`src/rtl/sbus_to_axi_pkg.sv`:
```
// Shared types and constants for the sbus-to-AXI single-beat bridge.
// Optional SBUS_AXI_ERR_EN (in the top) adds the sbus_err response flag.
package sbus_to_axi_pkg;

    typedef enum logic [2:0] {
        IDLE    = 3'd0,
        RD_ADDR = 3'd1,
        RD_DATA = 3'd2,
        WR_REQ  = 3'd3,
        WR_RESP = 3'd4,
        DONE    = 3'd5
    } axi_bridge_state_t;

    localparam logic [1:0] AXI_BURST_INCR = 2'b01;
    localparam logic [1:0] AXI_RESP_OKAY  = 2'b00;
    localparam logic [2:0] AXI_SIZE_B     = 3'd0;
    localparam logic [2:0] AXI_SIZE_H     = 3'd1;
    localparam logic [2:0] AXI_SIZE_W     = 3'd2;

    // Halfword only for aligned lane pairs; odd strobe patterns fall back to a full word.
    function automatic logic [2:0] axi_size_from_strb(input logic [3:0] strb);
        logic [2:0] size;
        case (strb)
            4'b1111:                            size = AXI_SIZE_W;
            4'b0011, 4'b1100:                   size = AXI_SIZE_H;
            4'b0001, 4'b0010, 4'b0100, 4'b1000: size = AXI_SIZE_B;
            default:                            size = AXI_SIZE_W;
        endcase
        return size;
    endfunction

endpackage

```
`src/rtl/sbus_to_axi.sv`:
```
// Turns each sbus request into one single-beat AXI read or write, stalling the core until the response.
// Define SBUS_AXI_ERR_EN to add sbus_err, flagging a non-OKAY rresp/bresp in the DONE cycle.
module sbus_to_axi
    import sbus_to_axi_pkg::*;
#(
    parameter int              ID_W   = 4,
    parameter logic [ID_W-1:0] AXI_ID = '0
) (
    input  logic              clk,
    input  logic              resetn,
    // sbus side: request held stable by the master while sbus_stall is high
    input  logic              sbus_en,
    input  logic [3:0]        sbus_we,
    input  logic [31:0]       sbus_addr,
    input  logic [31:0]       sbus_wdata,
    output logic [31:0]       sbus_rdata,
    output logic              sbus_stall,
    // AXI read address / data
    output logic [ID_W-1:0]   arid,
    output logic [31:0]       araddr,
    output logic [3:0]        arlen,
    output logic [2:0]        arsize,
    output logic [1:0]        arburst,
    output logic              arvalid,
    input  logic              arready,
    input  logic [31:0]       rdata,
    input  logic [1:0]        rresp,
    input  logic              rlast,
    input  logic              rvalid,
    output logic              rready,
    // AXI write address / data / response
    output logic [ID_W-1:0]   awid,
    output logic [31:0]       awaddr,
    output logic [3:0]        awlen,
    output logic [2:0]        awsize,
    output logic [1:0]        awburst,
    output logic              awvalid,
    input  logic              awready,
    output logic [ID_W-1:0]   wid,
    output logic [31:0]       wdata,
    output logic [3:0]        wstrb,
    output logic              wlast,
    output logic              wvalid,
    input  logic              wready,
    input  logic [1:0]        bresp,
    input  logic              bvalid,
    output logic              bready,
`ifdef SBUS_AXI_ERR_EN
    output logic              sbus_err,
`endif
    output axi_bridge_state_t dbg_state_o
);

    // Handshake rule: a transfer happens on a rising edge where valid and ready are both
    // high; valid is never withdrawn before that edge and its payload stays constant.

    axi_bridge_state_t state_q, state_d;
    logic [31:0]       addr_q, addr_d;
    logic [3:0]        we_q, we_d;
    logic [31:0]       wdata_q, wdata_d;
    logic [31:0]       rdata_q, rdata_d;
    logic              aw_done_q, aw_done_d;
    logic              w_done_q, w_done_d;
`ifdef SBUS_AXI_ERR_EN
    logic [1:0]        resp_q, resp_d;
`endif

    logic unused_inputs;
    assign unused_inputs = ^{rlast, rresp, bresp};

    always_comb begin
        state_d   = state_q;
        addr_d    = addr_q;
        we_d      = we_q;
        wdata_d   = wdata_q;
        rdata_d   = rdata_q;
        aw_done_d = aw_done_q;
        w_done_d  = w_done_q;
`ifdef SBUS_AXI_ERR_EN
        resp_d    = resp_q;
`endif
        case (state_q)
            IDLE: begin
                if (sbus_en) begin
                    addr_d    = sbus_addr;
                    we_d      = sbus_we;
                    wdata_d   = sbus_wdata;
                    aw_done_d = 1'b0;
                    w_done_d  = 1'b0;
`ifdef SBUS_AXI_ERR_EN
                    resp_d    = AXI_RESP_OKAY;
`endif
                    state_d   = (sbus_we == 4'b0000) ? RD_ADDR : WR_REQ;
                end
            end
            RD_ADDR: begin
                if (arready) state_d = RD_DATA;
            end
            RD_DATA: begin
                if (rvalid) begin
                    rdata_d = rdata;
`ifdef SBUS_AXI_ERR_EN
                    resp_d  = rresp;
`endif
                    state_d = DONE;
                end
            end
            WR_REQ: begin
                // AW and W complete independently; leave once both have landed.
                if (awvalid && awready) aw_done_d = 1'b1;
                if (wvalid && wready)   w_done_d  = 1'b1;
                if (aw_done_d && w_done_d) state_d = WR_RESP;
            end
            WR_RESP: begin
                if (bvalid) begin
`ifdef SBUS_AXI_ERR_EN
                    resp_d  = bresp;
`endif
                    state_d = DONE;
                end
            end
            DONE:    state_d = IDLE;
            default: state_d = IDLE;
        endcase
    end

    always_ff @(posedge clk) begin
        if (!resetn) begin
            state_q   <= IDLE;
            addr_q    <= '0;
            we_q      <= '0;
            wdata_q   <= '0;
            rdata_q   <= '0;
            aw_done_q <= 1'b0;
            w_done_q  <= 1'b0;
`ifdef SBUS_AXI_ERR_EN
            resp_q    <= AXI_RESP_OKAY;
`endif
        end else begin
            state_q   <= state_d;
            addr_q    <= addr_d;
            we_q      <= we_d;
            wdata_q   <= wdata_d;
            rdata_q   <= rdata_d;
            aw_done_q <= aw_done_d;
            w_done_q  <= w_done_d;
`ifdef SBUS_AXI_ERR_EN
            resp_q    <= resp_d;
`endif
        end
    end

    // The DONE cycle is the only one where a pending request sees stall low.
    always_comb begin
        sbus_stall = 1'b1;
        if (state_q == IDLE)      sbus_stall = sbus_en;
        else if (state_q == DONE) sbus_stall = 1'b0;
    end

    assign sbus_rdata  = rdata_q;
    assign dbg_state_o = state_q;

    assign arid    = AXI_ID;
    assign araddr  = {addr_q[31:2], 2'b00};
    assign arlen   = 4'd0;
    assign arsize  = AXI_SIZE_W;
    assign arburst = AXI_BURST_INCR;
    assign arvalid = (state_q == RD_ADDR);
    assign rready  = (state_q == RD_DATA);

    assign awid    = AXI_ID;
    assign awaddr  = addr_q;
    assign awlen   = 4'd0;
    assign awsize  = axi_size_from_strb(we_q);
    assign awburst = AXI_BURST_INCR;
    assign awvalid = (state_q == WR_REQ) && !aw_done_q;

    assign wid     = AXI_ID;
    assign wdata   = wdata_q;
    assign wstrb   = we_q;
    assign wlast   = 1'b1;
    assign wvalid  = (state_q == WR_REQ) && !w_done_q;
    assign bready  = (state_q == WR_RESP);

`ifdef SBUS_AXI_ERR_EN
    assign sbus_err = (state_q == DONE) && (resp_q != AXI_RESP_OKAY);
`endif

endmodule

```
`config.mk`:
```
export PLATFORM = sky130hd
export DESIGN_NAME = sbus_to_axi
export DESIGN_NICKNAME = d
export VERILOG_FILES = /design/src/rtl/sbus_to_axi_pkg.sv /design/src/rtl/sbus_to_axi.sv
export SDC_FILE = /design/constraint.sdc
export NUM_CORES = 1
export LEC_CHECK = 0
export ABC_CLOCK_PERIOD_IN_PS = 1800
export CAP_MARGIN = 40
export CORE_ASPECT_RATIO = 1.4
export CORE_MARGIN = 4
export CORE_UTILIZATION = 37
export DETAILED_ROUTE_END_ITERATION = 10
export PLACE_DENSITY = 0.83
export SLEW_MARGIN = 5
export SYNTH_ARGS = -nofsm -noshare
export SYNTH_HDL_FRONTEND = slang
export SYNTH_SLANG_ARGS = --single-unit
```
`constraint.sdc`:
```
create_clock -name clk -period 1.8 [get_ports clk]
set_input_delay 0.36 -clock clk [delete_from_list [all_inputs] [get_ports clk]]
set_output_delay 0.36 -clock clk [all_outputs]
set_load 0.05 [all_outputs]
```
# Word-level counts from Yosys, hierarchy flattened
# Index checks and enable logic that the tools add are counted.
classes:
  n_eq_ne: 16
  mux: 17
  n_reduce_logical: 16
op_table:
  columns: ["op", "count"]
  rows:
  - ["2-to-1 mux 3 bit", 5]
  - ["one-hot mux 3 bit (5 select lines)", 1]
  - ["== test 4 x 2 -> 1 bit (second input constant)", 2]
  - ["== test 4 bit (second input constant)", 2]
  - ["inequality test 2 bit (second input constant)", 4]
  - ["2-to-1 mux 1 bit", 7]
  - ["== test 3 x 2 -> 1 bit (second input constant)", 2]
  - ["== test 3 bit (second input constant)", 2]
  - ["AND reduction 2 bit", 3]
  - ["logical AND 1 bit", 5]
  - ["AND reduction 5 bit", 1]
  - ["== test 4 x 1 -> 1 bit (second input constant)", 1]
  - ["== test 4 x 3 -> 1 bit (second input constant)", 1]
  - ["logical NOT 4 bit", 1]
  - ["one-hot mux 1 bit (2 select lines)", 2]
  - ["one-hot mux 2 bit (2 select lines)", 1]
  - ["OR reduction 4 bit", 1]
  - ["== test 3 x 1 -> 1 bit (second input constant)", 1]
  - ["logical NOT 3 bit", 1]
  - ["logical NOT 1 bit", 2]
  - ["2-to-1 mux 2 bit", 1]
  - ["inequality test 2 x 1 -> 1 bit (second input constant)", 1]
  - ["nonzero test 2 bit", 1]
  - ["OR reduction 2 bit", 1]
totals:
  reg_bits: 105
  out_inout_bits: 172
  wordCells: 56

# Logic depth before layout (Yosys ltp)
depth:
  depth_word: 8
  mapped_depth: 7
  mapped_depth_nobuf: 4

# Worst setup path after synthesis
# Ideal clock, no wire load.
synth_path:
  path_type: "flip-flop to output port"
  start: "register state_q[2] (netlist: dbg_state_o[2])"
  end: "output port bready"
  t_arrival_ps: 2219
  slack_ps: -779
  path_stages_with_launch: 3
  n_path_buf: 1
  cell_sequence: "dfxtp_1 -> buf_2 -> nor3b_1"
synth_between:
  elab_chain_cells: 1
synth_lines:
  columns: ["item", "line", "rtl"]
  rows:
  - ["start, declared", "sbus_to_axi.sv:57", "axi_bridge_state_t state_q, state_d;"]
  - ["start signal, assigned", "sbus_to_axi.sv:140", "state_q <= state_d;"]
  - ["== test 3 bit", "sbus_to_axi.sv:183", "assign bready = (state_q == WR_RESP);"]
  - ["end, declared", "sbus_to_axi.sv:47", "output logic bready,"]
# Every way passes these cells.

# Worst setup path in the final report
layout_path:
  start: "register state_q[2] (netlist: dbg_state_o[2])"
  end: "output port wvalid"
layout_between:
  elab_chain_cells: 2
layout_lines:
  columns: ["item", "line", "rtl"]
  rows:
  - ["== test 3 x 2 -> 1 bit", "sbus_to_axi.sv:182", "assign wvalid = (state_q == WR_REQ) && !w_done_q;"]
  - ["logical AND 1 bit", "sbus_to_axi.sv:182", null]
  - ["end, declared", "sbus_to_axi.sv:43", "output logic wvalid,"]
# Every way passes these cells.

==> metrics.cfg <==
[cts]
clock_latency_ns=0.35
clk_pin_slew_ns=0.07
cts_hold_buffers=0
tritoncts.num_buffers=9
clockBufferDepth=2
cts_tree=yes
clkSinkCount=105
root_buffer=clkbuf_16
cts-htree-levels=3

[drt]
wl_um=13400
drt-pass1-iter-count=4
vias=4272
drc=0
drtIter0Drc=145
avgViaCountPerCell=4.68
routedWlPerCell_um=14.7
ant_nets=0

[place]
gp_congestion=0.751
hpwl_um=10400
io_buffers=248
place_area_um2=6640
dp_slack_ns=-0.273

[grt]
grt_usage_pct=18.2
grt_pass1_wl_um=20500
grt_util_met3_pct=5.18
antenna_found_initial=1
grt_max_degree=55
use_met1_pct=17.8
grtUsageMet2_pct=35.1
grt.busiest_layer=met2
grt_overflow=0
grt_pass1_vias=4161

[synthesis]
synth.ff_latch_count=105
synth_area_leaders=dfxtp_1 46%, nand2_1 17%, a21boi_0 13%
postSynthCellCount=547
synth_warnings=0
synth_area_leader_cell=dfxtp_1
netlist.area_leader.share_pct=46.3
synth.avg_cell_area_um2=8.29
async_flop_share_pct=0
ys_seq_area_share_pct=46.3
synth_flop_cell=dfxtp_1
syn-cell-area_um2=4540
synth_edf_count=0
synth_cell_types=33

[finish]
finalCoreUtilization_pct=59.0
design_area_um2=7040
drive_gt1_share_pct=25.3
nets=872
multi_input_area_um2=1960
final-seq-area_um2=2110
syn2layout_area_growth_pct=55.2
nFillCells=1010

[outcome]
status=complete, no violations

[sta]
finalCritPeriodShare_pct=99.2
fmax_ghz=0.560
grt_setup_unrepaired=yes
finalHoldViolCount=0
setup_viol=0
clock_skew_ns=0.0130
fin_tns_setup_ns=0
drv_slew=0
setup_slack_ns=0.0136
whs_ns=0.455
period_needed_ns=1.79

[setup_path]
crit_fanout=7
critPathKind=reg2out
startpoint_type=flip-flop
worstPathArrival_ns=1.43
required_ns=1.44
worstSetupEndpointType=output pin

[floorplan]
die_area_um2=14100
io_pins=285
fp.dieW_um=102
core_um2=11900
row_count=47
start_util_pct=38.0
die_y_um=139

[min_path]
min_path_type=reg2reg

[power_and_ir_drop]
max-vdd-ir-drop_v=0.000684
p_leak_nw=2.97
powerDensity_nw_per_um2=1470

[job]
cap_violations=0

-- worst max-delay path, stage by stage, from the launching register on --
cell and delay (ns):
dfxtp_2 0.33, buf_6 0.13, nand3b_1 0.30, nor2_4 0.18, buf_12 0.15
-- cell type report --
class | instances | area share (%)
Sequential cell | 105 | 30.0
Clock inverter | 6 | 0.960
Multi-Input combinational cell | 373 | 27.8
Clock buffer | 10 | 3.25
Antenna cell | 1 | 0.0355
Tap cell | 147 | 2.61
Timing Repair Buffer | 270 | 35.3
-- power breakdown --
| part | total (W) | internal (W) | switching [W] |
|---|---|---|---|
| combinational | 0.00539 | 0.00183 | 0.00355 |
| sequential | 0.00302 | 0.00274 | 0.000277 |
| clock | 0.00195 | 0.00108 | 0.000864 |
| total | 0.0104 | 0.00566 | 0.00469 |
-- cell usage after synthesis, drive strengths merged (2+ instances only) --
library cell    n
and2            2
nand2         204
clkbuf         19
nor3b           2
nor2            8
a21oi           3
nor4b           3
nand3           2
buf            79
a21boi        100
dfxtp         105
mux2i           2
o211ai          2
conb            2
-- layout by cell type (no fill, tap or decap), types with 2 or more instances in the layout --
cell             netlist  layout
dfxtp_1              105     102
a21boi_0              77      77
nand3_1                2       2
clkbuf_16              0       9
a21boi_1              23      23
clkinvlp_4             0       2
and2_1                 2       2
buf_12                 0      15
nor2_4                 0       2
a21oi_1                3       3
conb_1                 2      31
buf_4                 61     145
mux2i_1                2       2
nor3b_4                0       2
nor2_1                 8       4
nor2_2                 0       2
nor4b_1                2       2
clkdlybuf4s50_1        0     105
buf_6                  3       3
dfxtp_4                0       2
nand2_1              204     204
o211ai_1               2       2
-- routing by layer --
metal	wire length (um)	share of wire, %	vias up
li1	-	-	2081
met1	4490	34	1968
met2	7340	55	198
met3	1250	9.3	25
met4	323	2.4	0
met5	0	0	-
-- final timing paths --
check / depth (start not counted) / to / slack, ns / from
max reg2reg: 5 / awaddr[23] / 0.06 / dbg_state_o[2]
min reg2reg: 2 / wdata[23] / 0.45 / wdata[23]
min: 2 / wdata[23] / 0.45 / wdata[23]
max: 4 / wvalid / 0.01 / dbg_state_o[2]
-- kinds of logic after synthesis --
kind of cell / count (synthesis) / synth area share [%]
compound gates: 112 / 18.4
xor+xnor: 1 / 0.193
buf+inv: 98 / 14.1
flops: 105 / 46.3
mux: 2 / 0.441
other cells: 2 / 0.166
simple gates: 227 / 20.4
-- stage by stage --
| step | total power, W | cells |
|---|---|---|
| floorplan | 0.00669 | 576 |
| global placement | 0.00819 | 889 |
| detailed placement | 0.00829 | 889 |
| CTS | 0.0104 | 908 |
| global route | 0.0109 | 912 |
| finish | 0.0104 | 912 |
-- timing repair --
| item | in CTS | in global routing |
|---|---|---|
| endpoints found under the setup margin | 4 | 7 |
| gates resized for setup | 10 | 4 |
| endpoints found under the hold margin | 0 | 0 |
| pin swaps | 3 | 3 |
| setup buffers | 3 | 3 |
-- state kept, by name, indices dropped and copies added, names as in the netlist --
signal	count
sbus_rdata	32
aw_done_q	1
w_done_q	1
wstrb	4
wdata	32
dbg_state_o	3
awaddr	32
(Power assumes the default switching activity.)
